**src/rtl/nibble_serial_adder.sv**
```systemverilog
// nibble_serial_adder: multi-cycle WIDTH-bit adder that reuses one 4-bit
// carry-lookahead slice, one nibble per cycle, LSB nibble first.
// Handshake: start (accepted in IDLE) -> busy -> one-cycle done pulse.
// Optional build macro SERIAL_ADD_SUB_EN adds a 'sub' input for a - b.

// 4-bit carry-lookahead slice: sum plus group generate/propagate.
module carrylookahead4bit (
  input  logic [3:0] A,
  input  logic [3:0] B,
  input  logic       C,
  output logic [3:0] S,
  output logic       g,
  output logic       p
);

  logic [3:0] w_gi;
  logic [3:0] w_pi;
  logic [3:0] w_c;

  // Bit generate/propagate, lookahead carries, group terms.
  always_comb begin
    w_gi   = A & B;
    w_pi   = A ^ B;
    w_c[0] = C;
    w_c[1] = w_gi[0] | (w_pi[0] & C);
    w_c[2] = w_gi[1] | (w_pi[1] & w_gi[0]) | (w_pi[1] & w_pi[0] & C);
    w_c[3] = w_gi[2] | (w_pi[2] & w_gi[1]) | (w_pi[2] & w_pi[1] & w_gi[0])
           | (w_pi[2] & w_pi[1] & w_pi[0] & C);
    S      = w_pi ^ w_c;
    g      = w_gi[3] | (w_pi[3] & w_gi[2]) | (w_pi[3] & w_pi[2] & w_gi[1])
           | (w_pi[3] & w_pi[2] & w_pi[1] & w_gi[0]);
    p      = &w_pi;
  end

endmodule

module nibble_serial_adder #(
  parameter int unsigned WIDTH = 16
) (
  input  logic             clk,
  input  logic             rst,
  input  logic             start,
  input  logic [WIDTH-1:0] a,
  input  logic [WIDTH-1:0] b,
  input  logic             cin,
`ifdef SERIAL_ADD_SUB_EN
  input  logic             sub,
`endif
  output logic             busy,
  output logic             done,
  output logic [WIDTH-1:0] sum,
  output logic             cout,
  output logic             overflow
);

  localparam int unsigned NIB = WIDTH / 4;
  localparam int unsigned IW  = $clog2(NIB);

  typedef enum logic [1:0] {
    ST_IDLE,
    ST_RUN,
    ST_DONE
  } state_t;

  state_t           r_state;
  logic [WIDTH-1:0] r_a;
  logic [WIDTH-1:0] r_b;
  logic [WIDTH-1:0] r_sum;
  logic             r_carry;
  logic [IW-1:0]    r_idx;
  logic             r_busy;
  logic             r_done;
  logic             r_cout;
  logic             r_ovf;
`ifdef SERIAL_ADD_SUB_EN
  logic             r_sub;
`endif

  logic [3:0] w_a_nib;
  logic [3:0] w_b_nib;
  logic [3:0] w_s;
  logic       w_g;
  logic       w_p;
  logic       w_carry_next;
  logic       w_msb_cin;
  logic       w_last;

  // Select the current nibble; subtraction inverts B on the fly so the
  // stored operand stays exactly as captured.
  always_comb begin
    w_a_nib = r_a[{r_idx, 2'b00} +: 4];
`ifdef SERIAL_ADD_SUB_EN
    w_b_nib = r_b[{r_idx, 2'b00} +: 4] ^ {4{r_sub}};
`else
    w_b_nib = r_b[{r_idx, 2'b00} +: 4];
`endif
    w_carry_next = w_g | (w_p & r_carry);
    // Carry into the MSB recovered from the MSB sum bit of the last nibble.
    w_msb_cin    = w_a_nib[3] ^ w_b_nib[3] ^ w_s[3];
    w_last       = (r_idx == IW'(NIB - 1));
  end

  carrylookahead4bit u_slice (
    .A (w_a_nib),
    .B (w_b_nib),
    .C (r_carry),
    .S (w_s),
    .g (w_g),
    .p (w_p)
  );

  // Control FSM and datapath registers; all outputs are registered.
  always_ff @(posedge clk) begin
    if (rst) begin
      r_state <= ST_IDLE;
      r_a     <= '0;
      r_b     <= '0;
      r_sum   <= '0;
      r_carry <= 1'b0;
      r_idx   <= '0;
      r_busy  <= 1'b0;
      r_done  <= 1'b0;
      r_cout  <= 1'b0;
      r_ovf   <= 1'b0;
`ifdef SERIAL_ADD_SUB_EN
      r_sub   <= 1'b0;
`endif
    end else begin
      case (r_state)
        ST_IDLE: begin
          r_done <= 1'b0;
          if (start) begin
            r_a     <= a;
            r_b     <= b;
            r_sum   <= '0;
            r_idx   <= '0;
            r_busy  <= 1'b1;
            r_state <= ST_RUN;
`ifdef SERIAL_ADD_SUB_EN
            r_sub   <= sub;
            r_carry <= sub ? 1'b1 : cin;
`else
            r_carry <= cin;
`endif
          end
        end
        ST_RUN: begin
          r_sum[{r_idx, 2'b00} +: 4] <= w_s;
          r_carry <= w_carry_next;
          if (w_last) begin
            r_cout  <= w_carry_next;
            r_ovf   <= w_carry_next ^ w_msb_cin;
            r_done  <= 1'b1;
            r_state <= ST_DONE;
          end else begin
            r_idx <= r_idx + 1'b1;
          end
        end
        ST_DONE: begin
          r_done  <= 1'b0;
          r_busy  <= 1'b0;
          r_state <= ST_IDLE;
        end
        default: begin
          r_done  <= 1'b0;
          r_busy  <= 1'b0;
          r_state <= ST_IDLE;
        end
      endcase
    end
  end

  assign busy     = r_busy;
  assign done     = r_done;
  assign sum      = r_sum;
  assign cout     = r_cout;
  assign overflow = r_ovf;

endmodule

```
**config.mk**
```make
export PLATFORM = sky130hd
export DESIGN_NAME = nibble_serial_adder
export DESIGN_NICKNAME = d
export VERILOG_FILES = /design/src/rtl/nibble_serial_adder.sv
export SDC_FILE = /design/constraint.sdc
export NUM_CORES = 1
export LEC_CHECK = 0
export ABC_AREA = 1
export CORE_ASPECT_RATIO = 2
export CORE_UTILIZATION = 35
export DETAILED_ROUTE_END_ITERATION = 7
export GPL_TIMING_DRIVEN = 1
export HOLD_SLACK_MARGIN = 0.08
export PLACE_DENSITY = 0.62
export RECOVER_POWER = 25
export SYNTH_ARGS = -nofsm -noshare
export SYNTH_HDL_FRONTEND = slang
export SYNTH_SLANG_ARGS = --single-unit
```
**constraint.sdc**
```tcl
create_clock -name clk -period 2.2 [get_ports clk]
set_input_delay 0.22 -clock clk [delete_from_list [all_inputs] [get_ports clk]]
set_output_delay 0.22 -clock clk [all_outputs]
set_load 0.01 [all_outputs]
```
== After elaboration in Yosys (flattened, before gate mapping) ==
Index checks and enable logic that the tools add are counted.

* Output and inout port bits: 20
* Input port bits: 36
* Memories: 0
* Latch bits: 0
* Word-level logic and storage cells: 76
* Register bits: 57
* Memory bits (read-only): 0
* RAM bits: 0

* Shifts and indexed selects: 4
* Reductions and logical operators: 10
* Multiplexer cells: 13
* Div/mod/pow operators: 0
* Add/sub/neg operators: 2
* Multipliers: 0
* $lt $le $gt $ge: 0
* Bitwise logic cells: 32
* Eq/ne operators: 5

{| class="wikitable"
|+ Operators by type and width
! cell !! number
|-
| one-hot mux 16 bit (2 select lines) || 1
|-
| indexed part select 16 x 5 -> 4 bit || 2
|-
| bitwise mux 16 bit || 1
|-
| two-way mux 16 bit || 1
|-
| variable shift 4 x 6 -> 16 bit, first input constant || 1
|-
| indexed part select 4 x 6 -> 16 bit || 1
|-
| AND 1 bit || 15
|-
| OR 1 bit || 10
|-
| AND reduction 2 bit || 5
|-
| two-way mux 2 bit || 4
|-
| one-hot mux 2 bit (2 select lines) || 2
|-
| bitwise XOR 4 bit || 2
|-
| != test 2 bit, second input constant || 3
|-
| negator 4 -> 6 bit || 1
|-
| AND 4 bit || 1
|-
| one-hot mux 1 bit (2 select lines) || 2
|-
| AND reduction 4 bit || 1
|-
| AND reduction 3 bit || 1
|-
| bitwise XOR 1 bit || 3
|-
| adder 2 x 1 -> 2 bit, second input constant || 1
|-
| equality test 2 x 1 -> 1 bit, second input constant || 1
|-
| equality test 2 bit, second input constant || 1
|-
| zero test 2 bit || 1
|-
| two-way mux 1 bit || 2
|-
| other kinds (3) || 3
|}

== Logic depth before layout (Yosys ltp) ==
Gate-level depths: netlist of run 1.

* Depth in word-level cells: 10
* Depth in mapped cells: 15
* Gate-level depth less buffers: 13

== Modules after synthesis ==
A second synthesis of run 1 with hierarchy kept.

* Cells, all modules: 372
* Area total of the unflattened synthesis: 2706.3 µm²

{| class="wikitable"
|+ By module, submodules not included
! module !! cells each !! area an instance (µm²) !! instances !! seq. area each (µm²)
|-
| nibble_serial_adder || 340 || 2504.9 || 1 || 1141.1
|-
| carrylookahead4bit || 32 || 201.4 || 1 || 0.0
|}

== Worst setup path after synthesis of run 1 ==
No wires, ideal clock.

* Path kind: flip-flop to flip-flop
* From: register r_idx[0]
* To: register r_sum[15], in the netlist sum[15]
* Setup slack: 157 ps
* Path buffers: 2
* Setup time: 71 ps
* Data arrival time: 1972 ps
* Stages on the path, launching flop included: 16
* Path through: dfxtp_1 > buf_2 > inv_1 > buf_2 > o21ai_0 > o22ai_1 > ha_1 > nand2_1 > nand2_1 > nor2_1 > nand2_1 > nand2_2 > nand3_2 > nor2_2 > nand2_1 > a21oi_1

* Word-level cells in the longest chain between the ends: 10
* Elaborated cells on any way between the ends: 25

{| class="wikitable"
|+ RTL lines
! what !! RTL line !! source
|-
| start: declaration || 70 || <nowiki>logic [IW-1:0] r_idx;</nowiki>
|-
| start signal: assignment || 156 || <nowiki>r_idx <= r_idx + 1'b1;</nowiki>
|-
| indexed part select 16 x 5 -> 4 bit, on equally long branches || 91, 95 ||
|-
| bitwise XOR 4 bit or AND 4 bit (tied branches) || 23, 22 ||
|-
| AND 1 bit, on equally long branches || 27, 28 ||
|-
| OR 1 bit (tied with other cells) || 27 || <nowiki>w_c[3] = w_gi[2] | (w_pi[2] & w_gi[1]) | (w_pi[2] & w_pi[1] & w_gi[0])</nowiki>
|-
| OR 1 bit or AND 1 bit (tied branches) || 27, 28 ||
|-
| OR 1 bit || 28 || <nowiki>| (w_pi[2] & w_pi[1] & w_pi[0] & C);</nowiki>
|-
| bitwise XOR 4 bit || 29 || <nowiki>S = w_pi ^ w_c;</nowiki>
|-
| indexed part select 4 x 6 -> 16 bit || 148 || <nowiki>r_sum[{r_idx, 2'b00} +: 4] <= w_s;</nowiki>
|-
| bitwise mux 16 bit * || 148 ||
|-
| one-hot mux 16 bit (2 select lines) * || 129 || <nowiki>case (r_state)</nowiki>
|-
| end signal: indexed assignment || 148 ||
|-
| end: declaration || 68 || <nowiki>logic [WIDTH-1:0] r_sum;</nowiki>
|}

Mark *: on every way between the ends. The rest lies on a longest branch, timed or not.
A chain may end at the register's enable or synchronous reset.

== Worst setup path after layout of run 1 ==
* From: register r_idx[0]
* To: register r_sum[14], in the netlist sum[14]

Same word-level chain as after synthesis.

==> flow_summary.toml, run 1 <==
[logic_synthesis]
synthesis.yosys.warnings = 0
synth_area_leaders = "sky130_fd_sc_hd__dfxtp_1 (45%), sky130_fd_sc_hd__nor2_1 (13%), sky130_fd_sc_hd__o21ai_0 (10%), sky130_fd_sc_hd__nand2_1 (6.2%), sky130_fd_sc_hd__ha_1 (4.4%)"
syn-cell-area_um2 = 2550
average_cell_area_after_synthesis_um2 = 7.47
synth_top_cell_by_area = "sky130_fd_sc_hd__dfxtp_1"
synth-edff-count = 0
flops_latches_synth = 57
synth_top_cell_area_share_pct = 44.8
yosys.cell_types.count = 29
postSynthCellCount = 341
synth_sequential_area_ratio_pct = 44.8
syn-num-nets = 387
synthTopCellsByCount = "sky130_fd_sc_hd__nor2_1 (88), sky130_fd_sc_hd__dfxtp_1 (57), sky130_fd_sc_hd__o21ai_0 (51)"
asyncSetResetFlopFracSynth_pct = 0
post-synth-top-count-cell = "sky130_fd_sc_hd__nor2_1"
synth_flop_cell = "sky130_fd_sc_hd__dfxtp_1"

[routing]
avgViaCountPerCell = 4.92
drtPass1Iterations = 4
drcViolationCount = 0
wire_per_inst_um = 13.0
drtAntennaViolNets = 0
dr_total_vias = 2438
drt_wl_total_mm = 6.45
drt_iter0_markers = 96

[pwr]
switching_power_total_uw = 860
total_leakage_power_uw = 0.00147
cellInternalPower_uw = 2300
fin_total_pwr_uw = 3160
power_frac_clock_pct = 42.8
power.ir.vdd_worst_v = 0.000467
pwr-share-comb_pct = 20.9
power_switching_share_pct = 27.2
seq_power_share_pct = 36.3
power_per_cell_area_nw_per_um2 = 885

[setup_path]
critPathSlowestCell = "sky130_fd_sc_hd__dfxtp_4"
worst_setup_path_end_kind = "flip-flop"
sum_of_buffers_and_inverters_on_the_critical_path = 2
cp_top_family = "compound AO/OA/AOI/OAI gates"
crit_path_max_incr_delay_ns = 0.36
timing.setup.critical_path_class = "flip-flop to flip-flop"
worstPathRequired_ns = 2.44
worst-r2r-setup-slack_ns = 0.08
startpoint_type = "flip-flop"
worst-endpoint-arrival_ns = 2.35
timing.critical_path.fanout_max = 10
cp_cell_sequence = "inv_1 > buf_4 > o21ai_1 > o22ai_1 > ha_1 > a21oi_2 > nand2_1 > xor2_2 > nand4_1 > a21oi_1"

[global_route]
grt_overflow_total = 0
first_global_vias = 2446
antenna_violations_before_repair = 0
grt_start_max_net_pins = 36
grt_first_pass_wirelength_mm = 10.6
globalRouteTotalUtil_pct = 18.3

[placement]
dp_worst_setup_slack_ns = -0.0708
dpl_cell_area_um2 = 3210
port_buffers = 55
hpwl_after_dpl_mm = 4.97
finalWeightedCongestion = 0.886

[die]
die_w_um = 62.3
floorplan.die.height_um = 123
dieArea_um2 = 7650
core.rowCount = 43
floorplan.initialDensity_pct = 36.4
io-pin-count = 56
core-area_um2 = 6990

[cts]
numCtsBuffers = 9
clock-root-buffer = "sky130_fd_sc_hd__clkbuf_16"
clock_sink_count = 57
tritoncts_clock_tree = "yes"
cts.path.max_buffers = 2
cts_htree_levels = 3
clkTransAtPathRegs_ns = 0.05
clock_insertion_delay_worst_skew_ns = 0.32

[timing]
whs_ns = 0.457
finClkSkew_ns = 0.00473
tightestPinTransition_ns = 0.977
setup_viol = 0
achievable-frequency_mhz = 473
min_period_over_period_pct = 96.2
fin_crit_period_ns = 2.12
timing.max_slew.rel_slack_pct = 34.9
layout_setup_ws_ns = 0.0846
count_of_pins_over_their_slew_limit = 0
hold_viol = 0

[finish]
area_growth_pct = 40.3
layout-drive-gt1-share_pct = 13.3
insertedDiodeCount = 0
post-route-cell-area_um2 = 3570
final_nets = 448
fill_cells = 708

[flow_run]
drv_cap = 0

[run_status]
result_of_the_run = "complete, no violations"

[min_path]
hold_crit_path_type = "flip-flop to flip-flop"
## cell families (layout without fill, tap and decap cells)
logic type	after synthesis	in the layout	share of synthesized area, %
compound gates	86	86	18.0
xor+xnor	2	2	0.687
fa+ha+maj	10	10	5.20
buf+inv	30	95	5.06
flops	57	57	44.8
simple gates	156	156	26.3
## path summary, 6_finish.rpt
kind	startpoint	to	cells after the start
setup / recovery	r_idx[0]$_SDFFE_PP0P_	sum[14]$_SDFFE_PP0P_	10
hold / removal	sum[12]$_SDFFE_PP0P_	sum[12]$_SDFFE_PP0P_	2
setup reg to reg	r_idx[0]$_SDFFE_PP0P_	sum[14]$_SDFFE_PP0P_	10
hold reg to reg	sum[12]$_SDFFE_PP0P_	sum[12]$_SDFFE_PP0P_	2
## timing repair
action	4_1_cts	5_1_grt
hold buffers	0	0
setup endpoints to repair	1	13
setup buffers	0	1
gates resized for setup	1	24
pin swaps	0	8
## per-layer routing
| metal | wire (µm) | global-route usage (%) | vias up |
|---|---|---|---|
| met5 | 0 | 0 | - |
| met2 | 3630 | 35.5 | 65 |
| met3 | 213 | 4.09 | 22 |
| met1 | 2270 | 16.0 | 1101 |
| met4 | 334 | 14.1 | 0 |
| li1 | - | - | 1250 |
## placed cells by master (no fill, tap or decap), types with 4 or more instances in the layout
cell type | synthesis | routed
sky130_fd_sc_hd__buf_4 | 3 | 7
sky130_fd_sc_hd__o22ai_1 | 8 | 5
sky130_fd_sc_hd__nor2_2 | 3 | 4
sky130_fd_sc_hd__clkbuf_16 | 0 | 9
sky130_fd_sc_hd__dlygate4sd3_1 | 0 | 16
sky130_fd_sc_hd__ha_1 | 9 | 8
sky130_fd_sc_hd__dfxtp_1 | 57 | 55
sky130_fd_sc_hd__clkdlybuf4s50_1 | 0 | 39
sky130_fd_sc_hd__nand3_1 | 8 | 8
sky130_fd_sc_hd__o21ai_2 | 4 | 4
sky130_fd_sc_hd__o21ai_1 | 0 | 7
sky130_fd_sc_hd__nor2_1 | 88 | 87
sky130_fd_sc_hd__inv_1 | 11 | 11
sky130_fd_sc_hd__o21ai_0 | 51 | 44
sky130_fd_sc_hd__inv_2 | 3 | 4
sky130_fd_sc_hd__nand2_1 | 42 | 41
sky130_fd_sc_hd__a21oi_1 | 21 | 19
## per-stage QoR
| step | std cells | TNS (ns) | util (%) |
|---|---|---|---|
| 4_1_cts | 495 | 0 | 50.2 |
| 3_3_place_gp | 480 | -0.00389 | 45.8 |
| 5_1_grt | 496 | -0.00271 | 51.1 |
| 6_report | 496 | 0 | 51.1 |
| 3_5_place_dp | 480 | -0.0708 | 45.8 |
| 2_1_floorplan | 341 | 0 | - |
## flip-flops by register name, summed over array words and instances (netlist names)
register,cells
r_b,16
r_state,2
r_a,16
done,1
overflow,1
r_carry,1
sum,16
r_idx,2
busy,1
cout,1
## layout make-up
cell class / count / area, µm² / share of cell area [%]
flip-flops and latches: 57 / 1150 / 32.1
multi-input cells: 254 / 1330 / 37.1
well taps: 90 / 113 / 3.15
inverters: 15 / 56.3 / 1.58
repair buffers: 65 / 638 / 17.9
clock inverters: 3 / 40.0 / 1.12
clock buffers: 12 / 256 / 7.18
## tightest hold or removal path: cells and delay by family (launching register included)
family	cells	cell delay, ns
flops	1	0.30
simple gates	1	0.06
compound gates	1	0.05
## power by group through the flow
| stage | registers (µW) | clock network [µW] | logic (µW) |
|---|---|---|---|
| 6_report | 1150 | 1350 | 660 |
| 5_1_grt | 1160 | 1430 | 736 |
| 4_1_cts | 1150 | 1380 | 625 |
| 3_5_place_dp | 1170 | 0 | 614 |
| 3_3_place_gp | 1160 | 0 | 601 |
| 2_1_floorplan | 1160 | 0 | 407 |
Power figures use the tool's default switching activity.
==> run 2: changes to the inputs <==
--- a/config.mk
+++ b/config.mk
@@ -11,8 +11,10 @@
 export DETAILED_ROUTE_END_ITERATION = 7
 export GPL_TIMING_DRIVEN = 1
 export HOLD_SLACK_MARGIN = 0.08
-export PLACE_DENSITY = 0.62
+export MAX_ROUTING_LAYER = met4
+export PLACE_DENSITY = 0.61
 export RECOVER_POWER = 25
 export SYNTH_ARGS = -nofsm -noshare
 export SYNTH_HDL_FRONTEND = slang
+export SYNTH_HIERARCHICAL = 1
 export SYNTH_SLANG_ARGS = --single-unit
==> flow_summary.toml, run 2 <==
[logic_synthesis]
average_cell_area_after_synthesis_um2 = 7.28
synth_sequential_area_ratio_pct = 42.2
synth_top_cell_by_area = "sky130_fd_sc_hd__dfxtp_1"
synthTopCellsByCount = "sky130_fd_sc_hd__nor2_1 (84), sky130_fd_sc_hd__dfxtp_1 (57), sky130_fd_sc_hd__nand2_1 (51)"
synth-edff-count = 0
postSynthCellCount = 372
syn-num-nets = 420
synth_area_leaders = "sky130_fd_sc_hd__dfxtp_1 (42%), sky130_fd_sc_hd__nor2_1 (12%), sky130_fd_sc_hd__o21ai_0 (8.0%), sky130_fd_sc_hd__nand2_1 (7.1%), sky130_fd_sc_hd__ha_1 (5.1%)"
synth_flop_cell = "sky130_fd_sc_hd__dfxtp_1"
synthesis.yosys.warnings = 6
syn-cell-area_um2 = 2710
yosys.cell_types.count = 33
flops_latches_synth = 57
asyncSetResetFlopFracSynth_pct = 0
synth_top_cell_area_share_pct = 42.2
post-synth-top-count-cell = "sky130_fd_sc_hd__nor2_1"

[run_status]
result_of_the_run = "complete, no violations"

[cts]
clock-root-buffer = "sky130_fd_sc_hd__clkbuf_16"
tritoncts_clock_tree = "yes"
numCtsBuffers = 9
cts_htree_levels = 3
clock_insertion_delay_worst_skew_ns = 0.33
clkTransAtPathRegs_ns = 0.05
clock_sink_count = 57
cts.path.max_buffers = 2

[placement]
hpwl_after_dpl_mm = 5.43
numPlacedInstances = 522
dpl_cell_area_um2 = 3430
port_buffers = 55
finalWeightedCongestion = 0.927

[pwr]
power.ir.vdd_worst_v = 0.000418
total_leakage_power_uw = 0.00159
pwr-share-comb_pct = 21.3
seq_power_share_pct = 37.3
power_frac_clock_pct = 41.4
power_per_cell_area_nw_per_um2 = 794
fin_total_pwr_uw = 3070
switching_power_total_uw = 866
cellInternalPower_uw = 2200
power_switching_share_pct = 28.2

[global_route]
first_global_vias = 2655
grt_first_pass_wirelength_mm = 11.9
grt_start_max_net_pins = 35
antenna_violations_before_repair = 0
globalRouteTotalUtil_pct = 20.0
grt_overflow_total = 0

[die]
core-area_um2 = 7540
die_w_um = 64.2
dieArea_um2 = 8110
floorplan.die.height_um = 126
io-pin-count = 56
core.rowCount = 45
floorplan.initialDensity_pct = 35.9

[setup_path]
startpoint_type = "flip-flop"
timing.rr.end = "overflow$_SDFFE_PP0P_"
worst-r2r-setup-slack_ns = 0.1
timing.setup.critical_path_class = "flip-flop to flip-flop"
worstPathRequired_ns = 2.41
crit_path_max_incr_delay_ns = 0.37
r2r_start = "r_idx[0]$_SDFFE_PP0P_"
worst-endpoint-arrival_ns = 2.32
critPathSlowestCell = "sky130_fd_sc_hd__dfxtp_4"
cp_cell_sequence = "buf_12 > o21ai_4 > o22ai_2 > ha_1 > nand2_1 > nor2_2 > nor2_2 > nand2_1 > nand2_1 > nand2_2 > buf_4 > nand2_2 > nand2_2 > inv_2 > nand2_1 > nand2_1 > a21oi_2"
ff2ff_path_depth = 17
worst_setup_path_end_kind = "flip-flop"
critPathMostFrequentCell = "sky130_fd_sc_hd__nand2_1"
timing.critical_path.fanout_max = 7

[timing]
finClkSkew_ns = 0.00721
rsz_0062_raised_after_global_routing = "yes"
hold_viol = 0
min_period_over_period_pct = 95.6
count_of_pins_over_their_slew_limit = 0
setup_viol = 0
tightestPinTransition_ns = 0.575
fin_crit_period_ns = 2.10
timing.max_slew.rel_slack_pct = 61.7
achievable-frequency_mhz = 475

[finish]
insertedDiodeCount = 0
area_growth_pct = 42.8
final_nets = 492
layout-drive-gt1-share_pct = 18.9
layout.cells.non_filler = 543
final_common_cell = "sky130_fd_sc_hd__nor2_1"
fill_cells = 771
post-route-cell-area_um2 = 3860
mostFrequentLayoutCells = "sky130_fd_sc_hd__nor2_1 (79), sky130_fd_sc_hd__dfxtp_1 (55), sky130_fd_sc_hd__clkdlybuf4s50_1 (55)"

[min_path]
min_path_cells = 2
hold_crit_path_type = "flip-flop to flip-flop"
hold-path-endpoint = "sum[2]$_SDFFE_PP0P_"
worst_hold_startpoint = "sum[2]$_SDFFE_PP0P_"

[routing]
avgViaCountPerCell = 4.94
drt_iter0_markers = 110
dr_total_vias = 2685
drtAntennaViolNets = 0
wire_per_inst_um = 13.3
drt_wl_total_mm = 7.24
drcViolationCount = 0
drtPass1Iterations = 4

[flow_run]
drv_cap = 0
-- run 2: cell types whose count changed after synthesis, sizes merged, moves of 2 or more --
cell,change
o21ai,-7
nand2,+15
buf,+5
ha,+2
nand3,+6
inv,+16
nand4,+4
clkbuf,-4
a21oi,+2
nor2,-7
o22ai,-2
-- run 2: area by class of cell --
type                            instances  area [µm²]  area share, %
Multi-Input combinational cell        268        1470           37.9
Sequential cell                        57        1150           29.7
Timing Repair Buffer                   77         733           19.0
Clock buffer                           13         260           6.74
Inverter                               31         124           3.21
Tap cell                               94         118           3.04
Clock inverter                          3        15.0          0.389
-- run 2: through the flow --
stage          setup TNS, ns  util (%)  hold WS, ns  worst slack (ns)
2_1_floorplan              0         -        0.297           0.00417
4_1_cts                    0      49.2        0.461            0.0182
6_report                   0      51.2        0.458            0.0963
3_5_place_dp         -0.0612      45.5        0.454           -0.0612
5_1_grt              -0.0756      51.2        0.477           -0.0514
3_3_place_gp               0      45.5        0.449           0.00965
-- run 2: layer usage --
layer,up-vias,routed length (µm),global-route usage [%]
li1,1354,-,-
met1,1232,2540,18.1
met2,72,4140,36.0
met3,27,225,3.42
met4,0,334,14.9
met5,-,0,-
-- run 2: cell families (layout without fill, tap and decap cells) --
kind of cell | Yosys count | in the layout | share of synthesized area (%)
simple gates | 174 | 174 | 28.3
fa+ha+maj | 12 | 12 | 5.83
xor+xnor | 2 | 2 | 0.647
compound gates | 80 | 80 | 15.4
buf+inv | 47 | 124 | 7.58
flops | 57 | 57 | 42.2
-- run 2: power groups by stage --
stage / Clock [µW] / Sequential, µW / Combinational [µW]
after floorplan: 0 / 1150 / 352
after global placement: 0 / 1160 / 581
after detailed placement: 0 / 1160 / 590
after CTS: 1290 / 1140 / 594
after global routing: 1340 / 1150 / 719
final: 1270 / 1140 / 654
-- run 2: worst max-delay path, delay by kind of cell, from the launching register on --
family | cells | cell delay, ns
adder cells (fa/ha/maj) | 1 | 0.35
AND/OR/NAND/NOR | 10 | 0.67
buffers and inverters | 3 | 0.32
flip-flops | 1 | 0.37
AO/OA/AOI/OAI | 3 | 0.28
-- run 2: repair_timing --
| item | CTS | global route |
|---|---|---|
| setup buffers | 0 | 5 |
| hold buffers | 0 | 0 |
| pin swaps | 0 | 14 |
| resized for setup | 3 | 36 |
| setup endpoints to repair | 4 | 10 |
-- run 2: worst max path at each step --
| stage | to | startpoint | slack [ns] | cells past startpoint |
|---|---|---|---|---|
| after CTS | overflow$_SDFFE_PP0P_ | r_idx[0]$_SDFFE_PP0P_ | 0.02 | 17 |
| after floorplan | overflow$_SDFFE_PP0P_ | r_idx[0]$_SDFFE_PP0P_ | 0.004 | 18 |
| after global placement | overflow$_SDFFE_PP0P_ | r_idx[1]$_SDFFE_PP0P_ | 0.01 | 15 |
| final | overflow$_SDFFE_PP0P_ | r_idx[0]$_SDFFE_PP0P_ | 0.1 | 17 |
| after global routing | overflow$_SDFFE_PP0P_ | r_idx[0]$_SDFFE_PP0P_ | -0.05 | 16 |
| after detailed placement | overflow$_SDFFE_PP0P_ | r_idx[1]$_SDFFE_PP0P_ | -0.06 | 16 |
==> run 3: changes to the inputs <==
--- a/config.mk
+++ b/config.mk
@@ -13,7 +13,7 @@
 export HOLD_SLACK_MARGIN = 0.08
 export MAX_ROUTING_LAYER = met4
 export PLACE_DENSITY = 0.61
-export RECOVER_POWER = 25
+export REMOVE_ABC_BUFFERS = 1
 export SYNTH_ARGS = -nofsm -noshare
 export SYNTH_HDL_FRONTEND = slang
 export SYNTH_HIERARCHICAL = 1
==> flow_summary.toml, run 3 (same netlist as run 2, synthesis figures left out) <==
[global_route]
grt_start_max_net_pins = 35
antenna_violations_before_repair = 0
grt_first_pass_wirelength_mm = 11.4
globalRouteTotalUtil_pct = 19.3
first_global_vias = 2577
grt_overflow_total = 0

[cts]
clock_sink_count = 57
clkTransAtPathRegs_ns = 0.05
clock-root-buffer = "sky130_fd_sc_hd__clkbuf_16"
cts.path.max_buffers = 2
post_cts_hold_buffer_count = 0
numCtsBuffers = 9
cts_htree_levels = 3
tritoncts_clock_tree = "yes"
clock_insertion_delay_worst_skew_ns = 0.33

[die]
dieArea_um2 = 8110
die_w_um = 64.2
core.rowCount = 45
floorplan.initialDensity_pct = 35.9
core-area_um2 = 7540
io-pin-count = 56
floorplan.die.height_um = 126

[setup_path]
timing.setup.critical_path_class = "flip-flop to flip-flop"
worstPathRequired_ns = 2.42
timing.critical_path.fanout_max = 8
startpoint_type = "flip-flop"
worst_setup_path_end_kind = "flip-flop"
worst-r2r-setup-slack_ns = 0.08
worst-endpoint-arrival_ns = 2.34

[routing]
wire_per_inst_um = 12.4
drtPass1Iterations = 5
dr_total_vias = 2609
drtAntennaViolNets = 0
drt_iter0_markers = 115
drcViolationCount = 0
avgViaCountPerCell = 4.77
drt_wl_total_mm = 6.79

[pwr]
cellInternalPower_uw = 2300
seq_power_share_pct = 36.3
total_leakage_power_uw = 0.00164
power_per_cell_area_nw_per_um2 = 800
switching_power_total_uw = 854
power_frac_clock_pct = 42.1
fin_total_pwr_uw = 3150
power_switching_share_pct = 27.1
pwr-share-comb_pct = 21.6
power.ir.vdd_worst_v = 0.000419

[finish]
final_nets = 496
layout-drive-gt1-share_pct = 20.3
post-route-cell-area_um2 = 3940
layout.cells.non_filler = 547
insertedDiodeCount = 0
mostFrequentLayoutCells = "sky130_fd_sc_hd__nor2_1 (79), sky130_fd_sc_hd__dfxtp_1 (55), sky130_fd_sc_hd__clkdlybuf4s50_1 (55)"
final_common_cell = "sky130_fd_sc_hd__nor2_1"
area_growth_pct = 45.7

[timing]
achievable-frequency_mhz = 472
finClkSkew_ns = 0.00584
timing.max_slew.rel_slack_pct = 69.2
min_period_over_period_pct = 96.4
setup_viol = 0
fin_crit_period_ns = 2.12
count_of_pins_over_their_slew_limit = 0
rsz_0062_raised_after_global_routing = "yes"
tightestPinTransition_ns = 0.462
whs_ns = 0.458
hold_viol = 0
setup_total_negative_slack_ns = 0

[flow_run]
drv_cap = 0

[placement]
hpwl_after_dpl_mm = 5.01
port_buffers = 55
dpl_cell_area_um2 = 3480
finalWeightedCongestion = 0.817
numPlacedInstances = 527

[run_status]
result_of_the_run = "complete, no violations"

[min_path]
hold_crit_path_type = "flip-flop to flip-flop"
[run 3: cell count changes in the layout (fill, tap and decap cells not counted), sizes merged]
cell	before	now
buf	21	24
clkbuf	14	16
clkinv	4	3
[run 3: cell type report]
type	instances	area, µm²
fillers	761	3600
multi-input cells	268	1450
flip-flops and latches	57	1150
repair buffers	81	813
clock buffers	14	284
inverters	31	121
well taps	94	118
clock inverters	2	10.0
[run 3: repair_timing]
item / 4_1_cts / 5_1_grt
buffers inserted: 0 / 2
pin swaps: 0 / 18
setup endpoints to repair: 4 / 14
gates resized for setup: 2 / 39
cloned: 0 / 2
[run 3: power groups by stage]
stage	logic [µW]	registers, µW	clock network [µW]
2_1_floorplan	322	1150	0
3_3_place_gp	603	1160	0
3_5_place_dp	614	1160	0
4_1_cts	620	1140	1350
5_1_grt	766	1150	1400
6_report	682	1140	1330
[run 3: routing by layer]
| metal | part of all wire (%) | up-vias | global-route usage, % |
|---|---|---|---|
| met5 | 0 | - | - |
| met2 | 59 | 44 | 35.8 |
| met4 | 2.8 | 0 | 9.93 |
| met3 | 3.5 | 12 | 5.31 |
| met1 | 35 | 1189 | 17.3 |
| li1 | - | 1364 | - |
[run 3: path summary, 6_finish.rpt]
path,start,cells after the start,to
max,r_idx[0]$_SDFFE_PP0P_,17,overflow$_SDFFE_PP0P_
max reg2reg,r_idx[0]$_SDFFE_PP0P_,17,overflow$_SDFFE_PP0P_
min,sum[14]$_SDFFE_PP0P_,2,sum[14]$_SDFFE_PP0P_
min reg2reg,sum[14]$_SDFFE_PP0P_,2,sum[14]$_SDFFE_PP0P_
[run 3: worst max-delay path: stages (launching register included)]
cell and delay (ns):
sky130_fd_sc_hd__dfxtp_4 0.38, sky130_fd_sc_hd__clkbuf_16 0.17, sky130_fd_sc_hd__buf_4 0.13, sky130_fd_sc_hd__nand2_1 0.07
sky130_fd_sc_hd__nand3_2 0.10, sky130_fd_sc_hd__nand2_2 0.08, sky130_fd_sc_hd__inv_1 0.04, sky130_fd_sc_hd__ha_1 0.31
sky130_fd_sc_hd__inv_2 0.08, sky130_fd_sc_hd__o21bai_1 0.09, sky130_fd_sc_hd__a21oi_2 0.15, sky130_fd_sc_hd__inv_1 0.08
sky130_fd_sc_hd__nand2_2 0.07, sky130_fd_sc_hd__nand2_2 0.05, sky130_fd_sc_hd__inv_2 0.04, sky130_fd_sc_hd__nand2_1 0.04
sky130_fd_sc_hd__nand2_1 0.07, sky130_fd_sc_hd__a21oi_2 0.04
[run 3: per-stage QoR]
stage          util, %  setup slack [ns]
6_report          52.3            0.0794
5_1_grt           52.3           -0.0627
4_1_cts           50.0           0.00129
3_5_place_dp      46.1           -0.0984
3_3_place_gp      46.1           -0.0686
2_1_floorplan        -            -0.374
